### config.mk
export PLATFORM = sky130hd
export DESIGN_NAME = smc_ahb_lite_mst8
export DESIGN_NICKNAME = d
export VERILOG_FILES = /design/src/rtl/smc_ahb_lite_mst8_pkg.sv /design/src/rtl/smc_mst_wbuf8.sv /design/src/rtl/smc_ahb_lite_mst8.sv
export SDC_FILE = /design/constraint.sdc
export NUM_CORES = 1
export LEC_CHECK = 0
export CAP_MARGIN = 10
export CORE_MARGIN = 2
export CORE_UTILIZATION = 52
export DETAILED_ROUTE_END_ITERATION = 6
export PLACE_DENSITY = 0.95
export SLEW_MARGIN = 20
export SYNTH_ARGS = -nofsm -noshare
export SYNTH_HDL_FRONTEND = slang
export SYNTH_SLANG_ARGS = --single-unit
### constraint.sdc
create_clock -name hclk8 -period 4.8 [get_ports hclk8]
set_input_delay 1.2 -clock hclk8 [delete_from_list [all_inputs] [get_ports hclk8]]
set_output_delay 1.2 -clock hclk8 [all_outputs]
set_load 0.05 [all_outputs]
### src/rtl/smc_ahb_lite_mst8_pkg.sv
// Shared encodings for the SMC AHB-lite initiator: transfer types, sizes, responses,
// burst codes, FSM states and the local alignment check (used with SMC_MST_ALIGN_CHK_EN).
package smc_ahb_lite_mst8_pkg;

  localparam logic [1:0] TRN_IDLE   = 2'b00;
  localparam logic [1:0] TRN_BUSY   = 2'b01;
  localparam logic [1:0] TRN_NONSEQ = 2'b10;
  localparam logic [1:0] TRN_SEQ    = 2'b11;

  localparam logic [2:0] SZ_BYTE = 3'd0;
  localparam logic [2:0] SZ_HALF = 3'd1;
  localparam logic [2:0] SZ_WORD = 3'd2;

  localparam logic [1:0] RSP_OKAY  = 2'b00;
  localparam logic [1:0] RSP_ERROR = 2'b01;

  localparam logic [2:0] HBURST_SINGLE = 3'b000;
  localparam logic [2:0] HBURST_INCR   = 3'b001;

  typedef enum logic [2:0] {
    ST_IDLE = 3'd0,
    ST_ADDR = 3'd1,
    ST_LAST = 3'd2,
    ST_ERR  = 3'd3
`ifdef SMC_MST_ALIGN_CHK_EN
    , ST_REJ = 3'd4
`endif
  } mst_state_e;

  function automatic logic misaligned(input logic [31:0] addr, input logic [2:0] size);
    return (size > SZ_WORD) ||
           ((size == SZ_HALF) && addr[0]) ||
           ((size == SZ_WORD) && (addr[1:0] != 2'b00));
  endfunction

endpackage

### src/rtl/smc_mst_wbuf8.sv
// One-entry write holding register. A load strobe moves the held word to hwdata and
// may refill in the same cycle, so back-to-back write beats need no BUSY.
module smc_mst_wbuf8 (
  input  logic        clk,
  input  logic        rst_n,
  input  logic        clr,
  input  logic        active,
  input  logic        in_valid,
  input  logic [31:0] in_data,
  input  logic        ld,
  output logic        in_ready,
  output logic        full,
  output logic [31:0] hwdata
);
  logic        full_q, full_d;
  logic [31:0] data_q, data_d;
  logic [31:0] hwdata_q, hwdata_d;
  logic        fill;

  assign in_ready = active & (~full_q | ld);
  assign fill     = in_valid & in_ready;
  assign full     = full_q;
  assign hwdata   = hwdata_q;

  always_comb begin
    full_d   = full_q;
    data_d   = data_q;
    hwdata_d = hwdata_q;
    if (ld) begin
      hwdata_d = data_q;
      full_d   = 1'b0;
    end
    if (fill) begin
      data_d = in_data;
      full_d = 1'b1;
    end
    if (clr) full_d = 1'b0;
  end

  always_ff @(posedge clk or negedge rst_n) begin
    if (!rst_n) begin
      full_q   <= 1'b0;
      data_q   <= '0;
      hwdata_q <= '0;
    end else begin
      full_q   <= full_d;
      data_q   <= data_d;
      hwdata_q <= hwdata_d;
    end
  end
endmodule

### src/rtl/smc_ahb_lite_mst8.sv
// AHB-lite initiator for the SMC: single/INCR bursts with wait states, BUSY insertion
// and two-cycle ERROR abort. SMC_MST_ALIGN_CHK_EN enables local rejection of misaligned commands.
module smc_ahb_lite_mst8
  import smc_ahb_lite_mst8_pkg::*;
(
  input  logic        hclk8,
  input  logic        n_sys_reset8,
  input  logic        cmd_valid8,
  output logic        cmd_ready8,
  input  logic [31:0] cmd_addr8,
  input  logic        cmd_write8,
  input  logic [2:0]  cmd_size8,
  input  logic [3:0]  cmd_len8,
  input  logic        wd_valid8,
  output logic        wd_ready8,
  input  logic [31:0] wd_data8,
  output logic        rd_valid8,
  output logic [31:0] rd_data8,
  output logic        done8,
  output logic        err8,
  output logic [31:0] haddr8,
  output logic [1:0]  htrans8,
  output logic        hwrite8,
  output logic [2:0]  hsize8,
  output logic [2:0]  hburst8,
  output logic [31:0] hwdata8,
  input  logic        hready8,
  input  logic [1:0]  hresp8,
  input  logic [31:0] hrdata8
);
  mst_state_e  state_q, state_d;
  logic [31:0] haddr_q, haddr_d;
  logic [1:0]  htrans_q, htrans_d;
  logic        hwrite_q, hwrite_d;
  logic [2:0]  hsize_q, hsize_d;
  logic [2:0]  hburst_q, hburst_d;
  logic [4:0]  beats_q, beats_d;      // address phases still to be accepted
  logic [4:0]  wd_left_q, wd_left_d;  // write words still to be taken in
  logic        nseq_q, nseq_d;        // pending beat must start a new NONSEQ
  logic        issued_q, issued_d;
  logic        dphase_q, dphase_d;
  logic        rd_valid_q, rd_valid_d;
  logic [31:0] rd_data_q, rd_data_d;
  logic        done_q, done_d;
  logic        err_q, err_d;

  logic        rej, wd_active, wd_fire, wb_full, ld, addr_acc, bus_req;
  logic        data_ok, bus_err, buf_full_next;
  logic [31:0] addr_inc;

`ifdef SMC_MST_ALIGN_CHK_EN
  assign rej = misaligned(cmd_addr8, cmd_size8);
`else
  assign rej = 1'b0;
`endif

  assign cmd_ready8 = (state_q == ST_IDLE);
  assign bus_req    = htrans_q[1];
  assign addr_acc   = (state_q == ST_ADDR) & bus_req & hready8;
  assign ld         = addr_acc & hwrite_q;
  assign wd_fire    = wd_valid8 & wd_ready8;
  assign addr_inc   = 32'd1 << hsize_q;
  assign data_ok    = dphase_q & hready8 & (hresp8 == RSP_OKAY);
  assign bus_err    = dphase_q & ~hready8 & (hresp8 == RSP_ERROR);
  assign buf_full_next = (wb_full & ~ld) | wd_fire;

  always_comb begin
    wd_active = 1'b0;
    if (state_q == ST_IDLE)      wd_active = cmd_valid8 & cmd_write8 & ~rej;
    else if (state_q == ST_ADDR) wd_active = hwrite_q & (wd_left_q != 5'd0);
  end

  smc_mst_wbuf8 u_wbuf (
    .clk      (hclk8),
    .rst_n    (n_sys_reset8),
    .clr      (state_q == ST_ERR),
    .active   (wd_active),
    .in_valid (wd_valid8),
    .in_data  (wd_data8),
    .ld       (ld),
    .in_ready (wd_ready8),
    .full     (wb_full),
    .hwdata   (hwdata8)
  );

  always_comb begin
    state_d    = state_q;
    haddr_d    = haddr_q;
    htrans_d   = htrans_q;
    hwrite_d   = hwrite_q;
    hsize_d    = hsize_q;
    hburst_d   = hburst_q;
    beats_d    = beats_q;
    wd_left_d  = wd_left_q - {4'd0, wd_fire};
    nseq_d     = nseq_q;
    issued_d   = issued_q;
    dphase_d   = dphase_q;
    rd_valid_d = 1'b0;
    rd_data_d  = rd_data_q;
    done_d     = 1'b0;
    err_d      = 1'b0;

    if (data_ok && !hwrite_q) begin
      rd_valid_d = 1'b1;
      rd_data_d  = hrdata8;
    end

    case (state_q)
      ST_IDLE: begin
        if (cmd_valid8) begin
`ifdef SMC_MST_ALIGN_CHK_EN
          if (rej) begin
            state_d = ST_REJ;
            done_d  = 1'b1;
            err_d   = 1'b1;
          end else
`endif
          begin
            state_d   = ST_ADDR;
            haddr_d   = cmd_addr8;
            hwrite_d  = cmd_write8;
            hsize_d   = cmd_size8;
            hburst_d  = (cmd_len8 != 4'd0) ? HBURST_INCR : HBURST_SINGLE;
            beats_d   = {1'b0, cmd_len8} + 5'd1;
            wd_left_d = beats_d - {4'd0, wd_fire};
            nseq_d    = 1'b1;
            issued_d  = 1'b0;
            htrans_d  = (!cmd_write8 || wd_fire) ? TRN_NONSEQ : TRN_IDLE;
          end
        end
      end
      ST_ADDR: begin
        if (hready8) dphase_d = 1'b0;
        if (bus_err) begin
          state_d  = ST_ERR;
          htrans_d = TRN_IDLE;
          dphase_d = 1'b0;
        end else if (!(bus_req && !hready8)) begin
          // A stalled NONSEQ/SEQ holds; IDLE/BUSY and accepted beats are re-decided
          if (addr_acc) begin
            beats_d  = beats_q - 5'd1;
            haddr_d  = haddr_q + addr_inc;
            nseq_d   = (haddr_d[10] != haddr_q[10]);
            issued_d = 1'b1;
            dphase_d = 1'b1;
          end
          if (beats_d == 5'd0) begin
            state_d  = ST_LAST;
            htrans_d = TRN_IDLE;
          end else if (!hwrite_q || buf_full_next) begin
            htrans_d = nseq_d ? TRN_NONSEQ : TRN_SEQ;
          end else begin
            htrans_d = issued_d ? TRN_BUSY : TRN_IDLE;
          end
        end
      end
      ST_LAST: begin
        if (bus_err) begin
          state_d  = ST_ERR;
          dphase_d = 1'b0;
        end else if (dphase_q && hready8) begin
          state_d  = ST_IDLE;
          dphase_d = 1'b0;
          done_d   = 1'b1;
        end
      end
      ST_ERR: begin
        if (hready8) begin
          state_d = ST_IDLE;
          done_d  = 1'b1;
          err_d   = 1'b1;
        end
      end
`ifdef SMC_MST_ALIGN_CHK_EN
      ST_REJ: state_d = ST_IDLE;
`endif
      default: state_d = ST_IDLE;
    endcase
  end

  always_ff @(posedge hclk8 or negedge n_sys_reset8) begin
    if (!n_sys_reset8) begin
      state_q    <= ST_IDLE;
      haddr_q    <= '0;
      htrans_q   <= TRN_IDLE;
      hwrite_q   <= 1'b0;
      hsize_q    <= '0;
      hburst_q   <= '0;
      beats_q    <= '0;
      wd_left_q  <= '0;
      nseq_q     <= 1'b0;
      issued_q   <= 1'b0;
      dphase_q   <= 1'b0;
      rd_valid_q <= 1'b0;
      rd_data_q  <= '0;
      done_q     <= 1'b0;
      err_q      <= 1'b0;
    end else begin
      state_q    <= state_d;
      haddr_q    <= haddr_d;
      htrans_q   <= htrans_d;
      hwrite_q   <= hwrite_d;
      hsize_q    <= hsize_d;
      hburst_q   <= hburst_d;
      beats_q    <= beats_d;
      wd_left_q  <= wd_left_d;
      nseq_q     <= nseq_d;
      issued_q   <= issued_d;
      dphase_q   <= dphase_d;
      rd_valid_q <= rd_valid_d;
      rd_data_q  <= rd_data_d;
      done_q     <= done_d;
      err_q      <= err_d;
    end
  end

  assign haddr8    = haddr_q;
  assign htrans8   = htrans_q;
  assign hwrite8   = hwrite_q;
  assign hsize8    = hsize_q;
  assign hburst8   = hburst_q;
  assign rd_valid8 = rd_valid_q;
  assign rd_data8  = rd_data_q;
  assign done8     = done_q;
  assign err8      = err_q;
endmodule

==> impl_metrics.py <==
metrics = {
    "setup_path": {
        "crit_path_end_kind": "output pin",
        "r2r_start": "hsize8[0]",
        "crit_type": "in -> out",
        "path_max_fanout": 11,
        "critPathArrivalTime_ns": 2.89,
        "worst_setup_path_start_kind": "input port",
        "endpoint": "wd_ready8",
        "r2r-end": "haddr8[28]",
        "r2r_slack_ns": 1.74,
        "critPathRequiredTime_ns": 3.60,
        "r2r_cells": 10,
        "worstSetupStartpoint": "hready8",
    },
    "clock_network": {
        "clock_path_buffers": 2,
        "cts_tree": "done",
        "root_buffer": "clkbuf_16",
        "cts_setup_buffers": 0,
        "path_clk_slew_ns": 0.07,
        "insertion_delay_ns": 0.43,
        "htreeDepth": 4,
        "cts_num_sinks": 154,
        "cts_buffers": 17,
        "post_cts_resized": 0,
        "hold_buffers": 0,
    },
    "synthesis": {
        "avgSynthCellArea_sq_um": 10.34,
        "async_flop_share_pct": 100.0,
        "synth-edff-count": 0,
        "yosysSeqAreaShare_pct": 50.79,
        "synth_seq_cells": 154,
        "synth_flop_cell": "dfrtp_1",
        "synth_area_leaders": "dfrtp_1 (51%), nand2_1 (7.6%), mux2_4 (5.5%)",
        "synth.distinct_cells": 73,
        "synth_top_area_cell": "dfrtp_1",
        "synth.most_common_cell": "dfrtp_1",
        "synth_common_cells": "dfrtp_1 (154), nand2_1 (153), nor2_1 (43), a21oi_1 (42), mux2_2 (36)",
        "yosysWarnings": 0,
        "synthCells": 734,
        "syn-cell-area_sq_um": 7587,
        "synth_top_area_share_pct": 50.79,
    },
    "floorplanning": {
        "die_w_um": 124.8,
        "core.rowCount": 44,
        "die_h_um": 124.8,
        "core-area_sq_um": 14370,
        "ioPinCount": 221,
        "start_util_pct": 52.80,
        "fp.dieArea_sq_um": 15570,
    },
    "timing": {
        "hold_violations": 0,
        "skew_ns": 0.01112,
        "slew_viol_final": 0,
        "tightest_slew_ns": 0.9823,
        "setup_tns_ns": 0,
        "relSlewSlack_pct": 34.22,
        "holdWs_ns": 0.4733,
        "setup_viol": 0,
        "fin_crit_sh_pct": 85.24,
        "min_period_ns": 4.092,
        "rsz0062_at_grt": "no",
        "fmax_mhz": 244.4,
    },
    "run": {
        "drv_cap": 0,
    },
    "cells_and_area": {
        "diodes": 0,
        "fin_util_pct": 72.84,
        "syn2layout_area_growth_pct": 37.95,
        "drive_gt1_share_pct": 13.01,
        "nets": 1067,
        "stdcell_area_sq_um": 10470,
    },
    "global_route": {
        "track_usage_pct": 27.11,
        "grt_max_degree": 94,
        "grt-ovfl-total": 0,
        "grt_pass1_vias": 6423,
        "antenna_found_initial": 0,
        "grt_pass1_wl_um": 33550,
    },
    "drt": {
        "drt_iter0_drc": 522,
        "num_vias": 6490,
        "drc": 0,
        "via_per_inst": 5.708,
        "wl_um": 20790,
        "postRouteAntennaNets": 0,
        "drtPass1Iterations": 5,
        "routedWlPerCell_um": 18.29,
    },
    "power": {
        "switching_share_pct": 47.60,
        "power_mw": 8.118,
        "leakage_nw": 4.665,
        "p_per_area_nw_per_um2": 775.6,
        "p_clk_share_pct": 16.5,
        "internal_power_mw": 4.254,
        "power_switching_mw": 3.864,
        "pwr-share-seq_pct": 30.3,
        "ir_drop_v": 0.0004810,
        "combPwrFrac_pct": 53.2,
    },
    "placed_design": {
        "dp_hpwl_um": 14070,
        "dpl_cell_area_sq_um": 9876,
        "place_congestion": 0.8602,
        "port_buffers": 218,
    },
    "status": {
        "status": "finished, final reports clean",
    },
    "hold_path": {
        "min_path_cells": 2,
        "min_path_type": "reg -> reg",
        "hold_start": "rd_data8[9]",
    },
}
[state kept, by name (all words and copies together) (netlist names)]
register,count
issued_q,1
rd_valid8,1
hburst8,1
done8,1
dphase_q,1
wd_left_q,5
nseq_q,1
state_q,2
u_wbuf.hwdata,32
haddr8,32
u_wbuf.data_q,32
hwrite8,1
rd_data8,32
hsize8,3
htrans8,2
u_wbuf.full,1
beats_q,5
err8,1
[through the flow]
| step | cells | setup slack (ns) |
|---|---|---|
| finish | 1137 | 0.7083 |
| global route | 1137 | 0.6263 |
| CTS | 1137 | 0.7104 |
| detailed placement | 1105 | 0.7314 |
| global placement | 1105 | 0.7331 |
| floorplan | 735 | 0.7623 |
[worst min-delay path by stage]
| stage | endpoint | slack [ns] |
|---|---|---|
| 2_1_floorplan | issued_q | 0.45 |
| 3_3_place_gp | rd_data8[21] | 0.46 |
| 3_5_place_dp | rd_data8[9] | 0.46 |
| 4_1_cts | rd_data8[9] | 0.48 |
| 5_1_grt | rd_data8[16] | 0.50 |
| 6_report | rd_data8[9] | 0.47 |
[layout by cell type (no fill, tap or decap), types with 20 or more instances in the layout]
cell and count:
mux2_4 28, dfrtp_1 154, a21oi_1 41, mux2_2 36
o21ai_0 25, nand2_1 153, clkdlybuf4s50_1 216, nand3_1 20
nor2_1 43
[worst max-delay path, cell delays in order]
cell	delay, ns
clkdlybuf4s50_1	0.67
and4b_1	0.43
nand2_1	0.13
a21oi_1	0.28
buf_12	0.18
[layer usage]
layer | track usage (%) | share of wire [%] | routed length (um) | up-vias
met1 | 33.07 | 39 | 8031 | 3139
met2 | 46.38 | 51 | 10530 | 322
li1 | - | - | - | 2989
met4 | 8.592 | 2.1 | 431 | 0
met3 | 7.947 | 8.7 | 1802 | 40
met5 | 0 | 0 | 0 | -
[cells by family after synthesis]
kind of cell,synth area share [%]
flops,50.79
other cells,0.04942
simple gates,16.69
xor+xnor,1.501
compound gates,12.85
buf+inv,3.842
fa+ha+maj,2.737
mux,11.54
[power groups by stage]
stage / logic [mW] / registers [mW] / clock network [mW]
6_report: 4.32 / 2.46 / 1.34
5_1_grt: 4.57 / 2.54 / 1.42
4_1_cts: 4.33 / 2.45 / 1.35
3_5_place_dp: 4.30 / 2.44 / 0
3_3_place_gp: 4.18 / 2.40 / 0
2_1_floorplan: 1.65 / 3.68 / 0
[area by class of cell]
cell class | instances | area, sq um
well taps | 184 | 230.2
inverters | 17 | 63.81
clock buffers | 17 | 425.4
fillers | 958 | 3902
multi-input cells | 521 | 3453
clock inverters | 15 | 163.9
repair buffers | 229 | 2276
flip-flops and latches | 154 | 3854
Note: power is estimated with default switching activity, not from simulation.
